<file path="config.mk">
export PLATFORM = sky130hd
export DESIGN_NAME = trend_event_fifo
export DESIGN_NICKNAME = d
export VERILOG_FILES = /design/src/rtl/trend_event_fifo.sv
export SDC_FILE = /design/constraint.sdc
export NUM_CORES = 1
export LEC_CHECK = 0
export CAP_MARGIN = 20
export CORE_MARGIN = 2
export CORE_UTILIZATION = 50
export CTS_BUF_LIST = sky130_fd_sc_hd__clkbuf_16
export DETAILED_ROUTE_END_ITERATION = 7
export PLACE_DENSITY = 0.85
export SETUP_SLACK_MARGIN = 0.2
export SYNTH_ARGS = -nofsm -noshare
export SYNTH_HDL_FRONTEND = slang
export SYNTH_SLANG_ARGS = --single-unit
export TNS_END_PERCENT = 50
</file>
<file path="constraint.sdc">
create_clock -name clk -period 2.2 [get_ports clk]
set_input_delay 0.33 -clock clk [delete_from_list [all_inputs] [get_ports clk]]
set_output_delay 0.33 -clock clk [all_outputs]
set_load 0.01 [all_outputs]
</file>
<file path="src/rtl/trend_event_fifo.sv">
// Run-length event tracker for the trend bit, feeding a first-word-fall-through event FIFO.
// Optional per-entry cycle timestamps are enabled by defining TREND_EVT_TIMESTAMP_EN.
module trend_event_fifo #(
  parameter int unsigned CNT_W = 8,
  parameter int unsigned DEPTH = 4
) (
  input  logic                     clk,
  input  logic                     reset,
  input  logic                     trend_in,
  input  logic                     sample_en,
  output logic                     evt_valid,
  input  logic                     evt_ready,
  output logic [CNT_W:0]           evt_data,
  output logic [15:0]              evt_ts,
  output logic [$clog2(DEPTH):0]   fifo_count,
  output logic                     overflow,
  input  logic                     clr_overflow
);

  localparam int unsigned PTR_W = $clog2(DEPTH);
  localparam int unsigned CW    = PTR_W + 1;
  localparam int unsigned DW    = CNT_W + 1;
  localparam logic [CNT_W-1:0] CNT_MAX = '1;

  logic             level_q;
  logic [CNT_W-1:0] run_cnt;
  logic [PTR_W-1:0] wr_ptr;
  logic [PTR_W-1:0] rd_ptr;
  logic [CW-1:0]    count_q;
  logic             overflow_q;
  logic [DW-1:0]    mem [DEPTH];

  logic mismatch;
  logic push;
  logic full;
  logic pop;
  logic wr_en;
  logic drop;

  // Event generation and FIFO accept/drop decisions
  always_comb begin
    mismatch = sample_en && (trend_in != level_q);
    push     = mismatch && (run_cnt != '0);
    full     = (count_q == CW'(DEPTH));
    pop      = evt_valid && evt_ready;
    wr_en    = push && (!full || pop);
    drop     = push && full && !pop;
  end

  assign evt_valid  = (count_q != '0);
  assign evt_data   = evt_valid ? mem[rd_ptr] : '0;
  assign fifo_count = count_q;
  assign overflow   = overflow_q;

  // Run tracking; counter saturates instead of wrapping
  always_ff @(posedge clk or posedge reset) begin
    if (reset) begin
      level_q <= 1'b0;
      run_cnt <= '0;
    end else if (sample_en) begin
      if (trend_in == level_q) begin
        run_cnt <= (run_cnt == CNT_MAX) ? CNT_MAX : run_cnt + CNT_W'(1);
      end else begin
        level_q <= trend_in;
        run_cnt <= CNT_W'(1);
      end
    end
  end

  always_ff @(posedge clk or posedge reset) begin
    if (reset) begin
      wr_ptr     <= '0;
      rd_ptr     <= '0;
      count_q    <= '0;
      overflow_q <= 1'b0;
      for (int i = 0; i < int'(DEPTH); i++) mem[i] <= '0;
    end else begin
      if (wr_en) begin
        mem[wr_ptr] <= {level_q, run_cnt};
        wr_ptr      <= wr_ptr + PTR_W'(1);
      end
      if (pop) rd_ptr <= rd_ptr + PTR_W'(1);
      case ({wr_en, pop})
        2'b10:   count_q <= count_q + CW'(1);
        2'b01:   count_q <= count_q - CW'(1);
        default: count_q <= count_q;
      endcase
      // A drop in the same cycle as a clear keeps the flag set
      if (drop)              overflow_q <= 1'b1;
      else if (clr_overflow) overflow_q <= 1'b0;
    end
  end

`ifdef TREND_EVT_TIMESTAMP_EN
  logic [15:0] ts_q;
  logic [15:0] ts_mem [DEPTH];

  always_ff @(posedge clk or posedge reset) begin
    if (reset) begin
      ts_q <= 16'd0;
      for (int i = 0; i < int'(DEPTH); i++) ts_mem[i] <= 16'd0;
    end else begin
      ts_q <= ts_q + 16'd1;
      if (wr_en) ts_mem[wr_ptr] <= ts_q;
    end
  end

  assign evt_ts = evt_valid ? ts_mem[rd_ptr] : 16'd0;
`else
  assign evt_ts = 16'd0;
`endif

endmodule

</file>
# Word-level counts from Yosys, hierarchy flattened
# Cells that the tools add are included.
# word_totals
register_bits	53
output_inout_bits	30
wordCells	54
# classes
n_addsub	5
magnitude_cmp	3
eq_ne	6
muxes	12
n_bitwise	3
n_reduce_logical	15
# ops
op	n
$bwmux W36	1
$mux W9	4
$bmux W9 S2	1
$demux W9 S2	1
$mux W8	2
$add A8 B1 Y8 const B	1
$eq A8 B8 Y1 const B	1
$reduce_bool A8 Y1	1
$logic_and A1 B1 Y1	7
$ge A3 B3 Y1 const B	2
$not A2 Y3	2
$pmux W3 S2	1
$add A2 B1 Y2 const B	2
$reduce_bool A2 Y1	2
$add A3 B1 Y3 const B	1
$eq A3 B3 Y1 const B	1
$lt A3 B1 Y1 const B	1
$reduce_bool A3 Y1	1
$sub A3 B1 Y3 const B	1
$eq A2 B1 Y1 const B	1
$eq A2 B2 Y1 const B	1
$logic_not A1 Y1	2
$mux W1	2
$reduce_and A2 Y1	1
other kinds (4)	4

# Depth between registers and ports, before layout
# Gate-level depths: netlist of run 1.
# logic_depth
depth_word	6
depth_mapped	10

# Worst setup path after synthesis of run 1
# OpenSTA, ideal clock, no wires.
# synth_path
path_type	reg2reg
from	register run_cnt[0]
to	register count_q[2] (netlist: fifo_count[2])
setup_ns	0.129
arrival_time_ns	1.987
required_time_ns	2.071
setup_slack_ns	0.084
stages_incl_launch_ff	11
cell_sequence	dfrtp_1 > inv_1 > ha_1 > nor4b_1 > a211o_2 > nand2_1 > inv_1 > fa_1 > nand3_1 > o22ai_1 > xor2_1
# synth_between
elab_chain_len	5
# synth_lines
element	line	rtl
start, declared	26	logic [CNT_W-1:0] run_cnt;
start signal, assigned	62	run_cnt <= (run_cnt == CNT_MAX) ? CNT_MAX : run_cnt + CNT_W'(1);
$reduce_bool A8 Y1 *	43	push = mismatch && (run_cnt != '0);
$logic_and A1 B1 Y1 *	43	
$logic_and A1 B1 Y1 *	46	wr_en = push && (!full || pop);
$eq A2 B1 Y1 / $eq A2 B2 Y1 (equally long branches)	83	case ({wr_en, pop})
$pmux W3 S2 / $reduce_bool A2 Y1 (equally long branches)	-	
end signal, assigned	84	2'b10: count_q <= count_q + CW'(1);
end signal, assigned	85	2'b01: count_q <= count_q - CW'(1);
end signal, assigned	86	default: count_q <= count_q;
end, declared	29	logic [CW-1:0] count_q;
# Mark *: on every way between the ends. The rest lies on a longest branch, timed or not.
# A chain may end at the register's enable or synchronous reset.

# Worst setup path in the final report of run 1
# layout_path
from	register rd_ptr[0]
to	output port evt_data[8]
# layout_between
elab_chain_len	5
# layout_lines
element	line	rtl
start, declared	28	logic [PTR_W-1:0] rd_ptr;
start signal, assigned	82	if (pop) rd_ptr <= rd_ptr + PTR_W'(1);
$not A2 Y3 (not written as such)	51	assign evt_data = evt_valid ? mem[rd_ptr] : '0;
$bmux W9 S2	51	
$mux W9 (not written as such) (2 in series)	51	
$mux W9	51	
end, declared	13	output logic [CNT_W:0] evt_data,
# Every way passes these cells. The select of a mux whose other input is x is not followed.

==> impl_metrics.ini, run 1 <==
[status]
outcome = completed

[logic_synthesis]
synth_mux_area_share_pct = 25.7
synthFlopType = dfrtp_1
synth-simple-area-share_pct = 9.76
synthAdderAreaFrac_pct = 3.24
synthXorXnorAreaFrac_pct = 2.34
netlist_area_um2 = 2940
yosysWarnings = 0
ys_ff_latch = 53
synth_cell_types = 40
async_reset_ff_share_pct = 100
synthCells = 222
synth_area_per_cell_um2 = 13.2
synth-seq-area-share_pct = 45.2
synth_compound_area_share_pct = 6.52
synth_top_family_by_area = multiplexers
synth_edf_count = 0

[global_routing]
grt_util_met2_pct = 31.1
grt-busiest-layer = met2
grt_pass1_vias = 1851
grt_use_met3_pct = 4.04
grt_usage_pct = 19.1
overflow = 0
antenna_found_initial = 0
grt_max_degree = 54
grt_pass1_wl_mm = 9.23
use_met1_pct = 24.8

[final_layout]
final_area_um2 = 3480
drive_gt1_share_pct = 42.0
nets = 274
regArea_um2 = 1330
final_util_pct = 62.5
area_growth_pct = 18.6
nFillCells = 417
multi_input_area_um2 = 1520
n_antenna_cell = 0

[worst_setup_path]
crit_path_max_fanout = 5
cp.arrival_ns = 1.68
worst_ep_required_time_ns = 1.87
cp-start-kind = flip-flop
critical_path.endpoint_type = primary output
critPathKind = flip-flop to primary output

[power_and_ir_drop]
power.total_mw = 3.95
powerDensity_nw_per_um2 = 1130
p_comb_share_pct = 44.9
switchingPower_mw = 1.30
ir_drop_v = 0.000799
switching_share_pct = 33.0
p_int_mw = 2.64
power.leakage_nw = 1.70
p_seq_share_pct = 36.1
pwr-share-clk_pct = 19.0

[placed_design]
dpl.hpwl_mm = 3.69
post_dp_cell_area_um2 = 3280
gp_congestion = 0.827
io_buffers = 19

[sta]
slew_headroom_pct = 66.4
fin_crit_ns = 2.01
setup_viol = 0
skew_ns = 0.00347
fmax_mhz = 499
tightest_slew_ns = 0.504
tns_ns = 0
finalCritPeriodShare_pct = 91.2
grt_setup_unrepaired = yes
final_max_slew_viol_count = 0
finalHoldViolCount = 0

[cts]
clk_pin_slew_worst_paths_ns = 0.07
clk_latency_ns = 0.28
cts_root_buf = clkbuf_16
cts_buffer_depth = 2
cts_buffers = 5
cts_tree = done
cts.sinks = 53
cts_max_level = 2

[route]
ant_nets = 0
dr.pass1.iters = 4
vias = 1798
drc = 0
vias_per_cell = 5.38
drt-total-wl_mm = 5.68
drtIter0Drc = 94
routedWlPerCell_um = 17.0

[min_path]
holdCritPathClass = input port to async pin

[floorplan]
die_h_um = 80.6
dieArea_um2 = 6500
die_w_um = 80.6
coreArea_um2 = 5570
ios = 36
rows = 27
start_util_pct = 52.7

[run]
cap_violations = 0
## area by class of cell
| class | instances | share of cell area, % |
|---|---|---|
| multi-input cells | 149 | 43.6 |
| flip-flops and latches | 53 | 38.2 |
| repair buffers | 43 | 10.7 |
| clock buffers | 5 | 3.59 |
| well taps | 72 | 2.59 |
| inverters | 9 | 0.970 |
| clock inverters | 3 | 0.395 |
## layer usage
metal	up-vias	share of wire, %
met4	0	2.4
li1	831	-
met3	12	3.5
met1	901	45
met5	-	0
met2	54	49
## timing repair
item,4_1_cts,5_1_grt
resized for setup,34,14
buffers inserted,3,3
pin swaps,0,12
cloned,1,0
hold buffers,0,0
endpoints found under the setup margin,12,48
## registers in the layout, indices dropped and copies added, names as in the netlist
name / flops
fifo_count: 3
level_q: 1
mem: 36
overflow: 1
rd_ptr: 2
run_cnt: 8
wr_ptr: 2
## cells in the mapped netlist, types with 2 or more instances
cell      number  area share [%]
a41oi_1        2            0.60
mux2_4        36              18
o22ai_1        2            0.43
nand3_1        5            0.85
o21ai_0        6             1.0
nand2_8        4             2.7
dfrtp_1       53              45
nand4_1        2            0.43
buf_4         16             4.1
and2_1        10             2.1
mux4_2         9             6.9
a21oi_1       10             1.7
clkbuf_1       8             1.0
ha_1           6             2.6
a31oi_1        2            0.43
xnor2_1        5             1.5
nand2_1       12             1.5
nor2_1         3            0.38
nor3_1         2            0.34
inv_1          9             1.2
## path summary, 6_finish.rpt
check / start / to / slack (ns) / depth (start not counted)
max: rd_ptr[0] / evt_data[8] / 0.19 / 5
min: reset / mem[30] / 0.42 / 3
max reg2reg: run_cnt[1] / mem[11] / 0.21 / 8
min reg2reg: mem[5] / mem[5] / 0.51 / 1
max in group asynchronous: reset / run_cnt[1] / 1.54 / 3
min in group clk: mem[5] / mem[5] / 0.51 / 1
## cells by family after synthesis
| family | after synthesis |
|---|---|
| flops | 53 |
| other cells | 1 |
| fa+ha+maj | 7 |
| compound gates | 30 |
| buf+inv | 35 |
| simple gates | 43 |
| mux | 46 |
| xor+xnor | 7 |
## power by group through the flow
stage                     logic [mW]  registers [mW]  clock network (mW)
final                           1.77            1.43               0.750
after global routing            1.92            1.46               0.814
after CTS                       1.73            1.43               0.770
after detailed placement        1.67            1.45                   0
after global placement          1.61            1.43                   0
after floorplan                 1.16            1.40                   0
## per-stage QoR
stage	setup slack [ns]	hold slack [ns]	instances
2_1_floorplan	0.198	0.439	237
3_3_place_gp	0.0981	0.486	320
3_5_place_dp	0.0271	0.491	320
4_1_cts	0.0971	0.429	332
5_1_grt	0.126	0.439	334
6_report	0.195	0.416	334
## placed cells by master, fill, tap and decap left out, types with 5 or more instances in the layout
cell type and count:
buf_2 6, conb_1 16, dfrtp_1 51, mux2_4 36, clkbuf_16 5, mux4_2 9, inv_1 6, o21ai_0 6
and2_1 8, buf_4 21, xnor2_1 5, clkdlybuf4s50_1 9, a21oi_1 10, nand2_1 11, ha_1 5
## worst max-delay path, cell delays in order, from the launching register on
cell     delay, ns
dfrtp_1       0.36
buf_4         0.13
buf_12        0.12
mux4_2        0.49
and2_1        0.17
buf_2         0.13
Note: power is estimated with default switching activity, not from simulation.
==> run 2, diff against run 1 <==
--- a/config.mk
+++ b/config.mk
@@ -9,6 +9,7 @@
 export CORE_MARGIN = 2
 export CORE_UTILIZATION = 50
 export CTS_BUF_LIST = sky130_fd_sc_hd__clkbuf_16
+export CTS_CLUSTER_DIAMETER = 50
 export DETAILED_ROUTE_END_ITERATION = 7
 export PLACE_DENSITY = 0.85
 export SETUP_SLACK_MARGIN = 0.2
==> results of run 2 <==
The final DEF is identical to that of run 1; final timing and power are the same.
==> run 3, diff against run 2 <==
--- a/config.mk
+++ b/config.mk
@@ -11,6 +11,7 @@
 export CTS_BUF_LIST = sky130_fd_sc_hd__clkbuf_16
 export CTS_CLUSTER_DIAMETER = 50
 export DETAILED_ROUTE_END_ITERATION = 7
+export MAX_ROUTING_LAYER = met4
 export PLACE_DENSITY = 0.85
 export SETUP_SLACK_MARGIN = 0.2
 export SYNTH_ARGS = -nofsm -noshare
==> run 3 against run 2 <==
Cell count unchanged. Critical endpoint unchanged. Critical path depth stayed put. Fmax is 0.11% lower. Total power about the same. Die area unchanged. Via count is 0.11% lower. Largest cell class unchanged. Register-to-register slack about the same. Design area did not move. Sequential share of layout area did not move. Hold slack barely moved. Flip-flop and latch count did not move.
==> impl_metrics.ini, run 3 (synthesis results as in run 1) <==
[status]
outcome = completed

[final_layout]
nets = 274
most-common-layout-cells = 51 x dfrtp_1, 36 x mux2_4, 21 x buf_4, 16 x conb_1, 11 x nand2_1
final_util_pct = 62.5
area_growth_pct = 18.6
top_register = mem
final_common_cell = dfrtp_1
stdcell_count = 334
n_antenna_cell = 0
drive_gt1_share_pct = 42.0
largest_reg_flops = 36

[worst_setup_path]
critical_path.endpoint_type = primary output
rr_endpoint = mem[11]
crit_path_start = rd_ptr[0]
critPathKind = flip-flop to primary output
worst_ep_required_time_ns = 1.87
cp.arrival_ns = 1.68
cp-start-kind = flip-flop
rr_startpoint = run_cnt[1]
reg2regPathDepth = 8
crit_path_max_fanout = 5
reg2reg_slack_ns = 0.21
crit_end = evt_data[8]

[cts]
cts_buffer_depth = 2
cts_hold_buf = 0
cts_tree = done
clk_latency_ns = 0.28
cts_root_buf = clkbuf_16
cts_max_level = 2
cts.sinks = 53
cts_buffers = 5
clk_pin_slew_worst_paths_ns = 0.07

[sta]
grt_setup_unrepaired = yes
slew_headroom_pct = 66.3
tightest_slew_ns = 0.506
fin_crit_ns = 2.01
finalCritPeriodShare_pct = 91.3
final_max_slew_viol_count = 0
setup_viol = 0
skew_ns = 0.00360
finalHoldViolCount = 0
fmax_mhz = 498
tns_ns = 0

[route]
vias_per_cell = 5.38
drt-total-wl_mm = 5.68
drtIter0Drc = 91
drc = 0
vias = 1796
ant_nets = 0
dr.pass1.iters = 4
routedWlPerCell_um = 17.0

[global_routing]
grt_pass1_wl_mm = 9.23
overflow = 0
antenna_found_initial = 0
grt_pass1_vias = 1850
grt_max_degree = 54
grt_usage_pct = 19.7

[floorplan]
die_w_um = 80.6
coreArea_um2 = 5570
rows = 27
start_util_pct = 52.7
dieArea_um2 = 6500
die_h_um = 80.6
ios = 36

[power_and_ir_drop]
ir_drop_v = 0.000798
power.leakage_nw = 1.70
powerDensity_nw_per_um2 = 1130
switching_share_pct = 33.0
switchingPower_mw = 1.30
p_int_mw = 2.64
p_seq_share_pct = 36.1
power.total_mw = 3.94
p_comb_share_pct = 44.9
pwr-share-clk_pct = 19.0

[placed_design]
gp_congestion = 0.839
dp_cells = 320
io_buffers = 19
dpl.hpwl_mm = 3.69

[min_path]
holdCritPathClass = input port to async pin

[run]
cap_violations = 0
## run 3: cell counts in the layout (fill, tap and decap cells not counted)
No cell type changed its count.
## run 3: worst max-delay path, cell delays in order (launching register included)
cell	delay, ns
dfrtp_1	0.36
buf_4	0.13
buf_12	0.12
mux4_2	0.49
and2_1	0.17
buf_2	0.13
## run 3: power groups by stage
stage	clock network [mW]	logic, mW	registers, mW
finish	0.749	1.77	1.43
global route	0.814	1.92	1.46
CTS	0.770	1.73	1.43
detailed placement	0	1.67	1.45
global placement	0	1.61	1.43
floorplan	0	1.16	1.40
## run 3: what timing repair did
item | CTS | global route
resized for setup | 34 | 14
gates cloned | 1 | 0
endpoints found under the setup margin | 12 | 48
pin swaps | 0 | 12
setup buffers | 3 | 3
## run 3: worst min path at each step
stage / start / end / slack [ns]
floorplan: clr_overflow / overflow / 0.44
global placement: mem[14] / mem[14] / 0.49
detailed placement: mem[26] / mem[26] / 0.49
CTS: reset / wr_ptr[1] / 0.43
global route: reset / wr_ptr[1] / 0.44
finish: reset / mem[30] / 0.42
## run 3: layer usage
metal,part of all wire (%),track usage (%),routed length (µm),vias up
li1,-,-,-,831
met1,45,24.9,2550,899
met2,49,31.1,2780,54
met3,3.7,4.04,212,12
met4,2.3,7.97,131,0
met5,0,-,0,-
## run 3: cell type report
type | instances | area (µm²)
Multi-Input combinational cell | 149 | 1520
Timing Repair Buffer | 43 | 373
Clock inverter | 3 | 13.8
Fill cell | 417 | 2090
Inverter | 9 | 33.8
Sequential cell | 53 | 1330
Tap cell | 72 | 90.1
Clock buffer | 5 | 125
## run 3: through the flow
step                worst slack [ns]  hold WS, ns  cell area, µm²
CTS                           0.0971        0.429            3440
finish                         0.192        0.416            3480
detailed placement            0.0271        0.491            3280
global placement              0.0981        0.486            3280
floorplan                      0.198        0.439            3020
global route                   0.126        0.439            3480
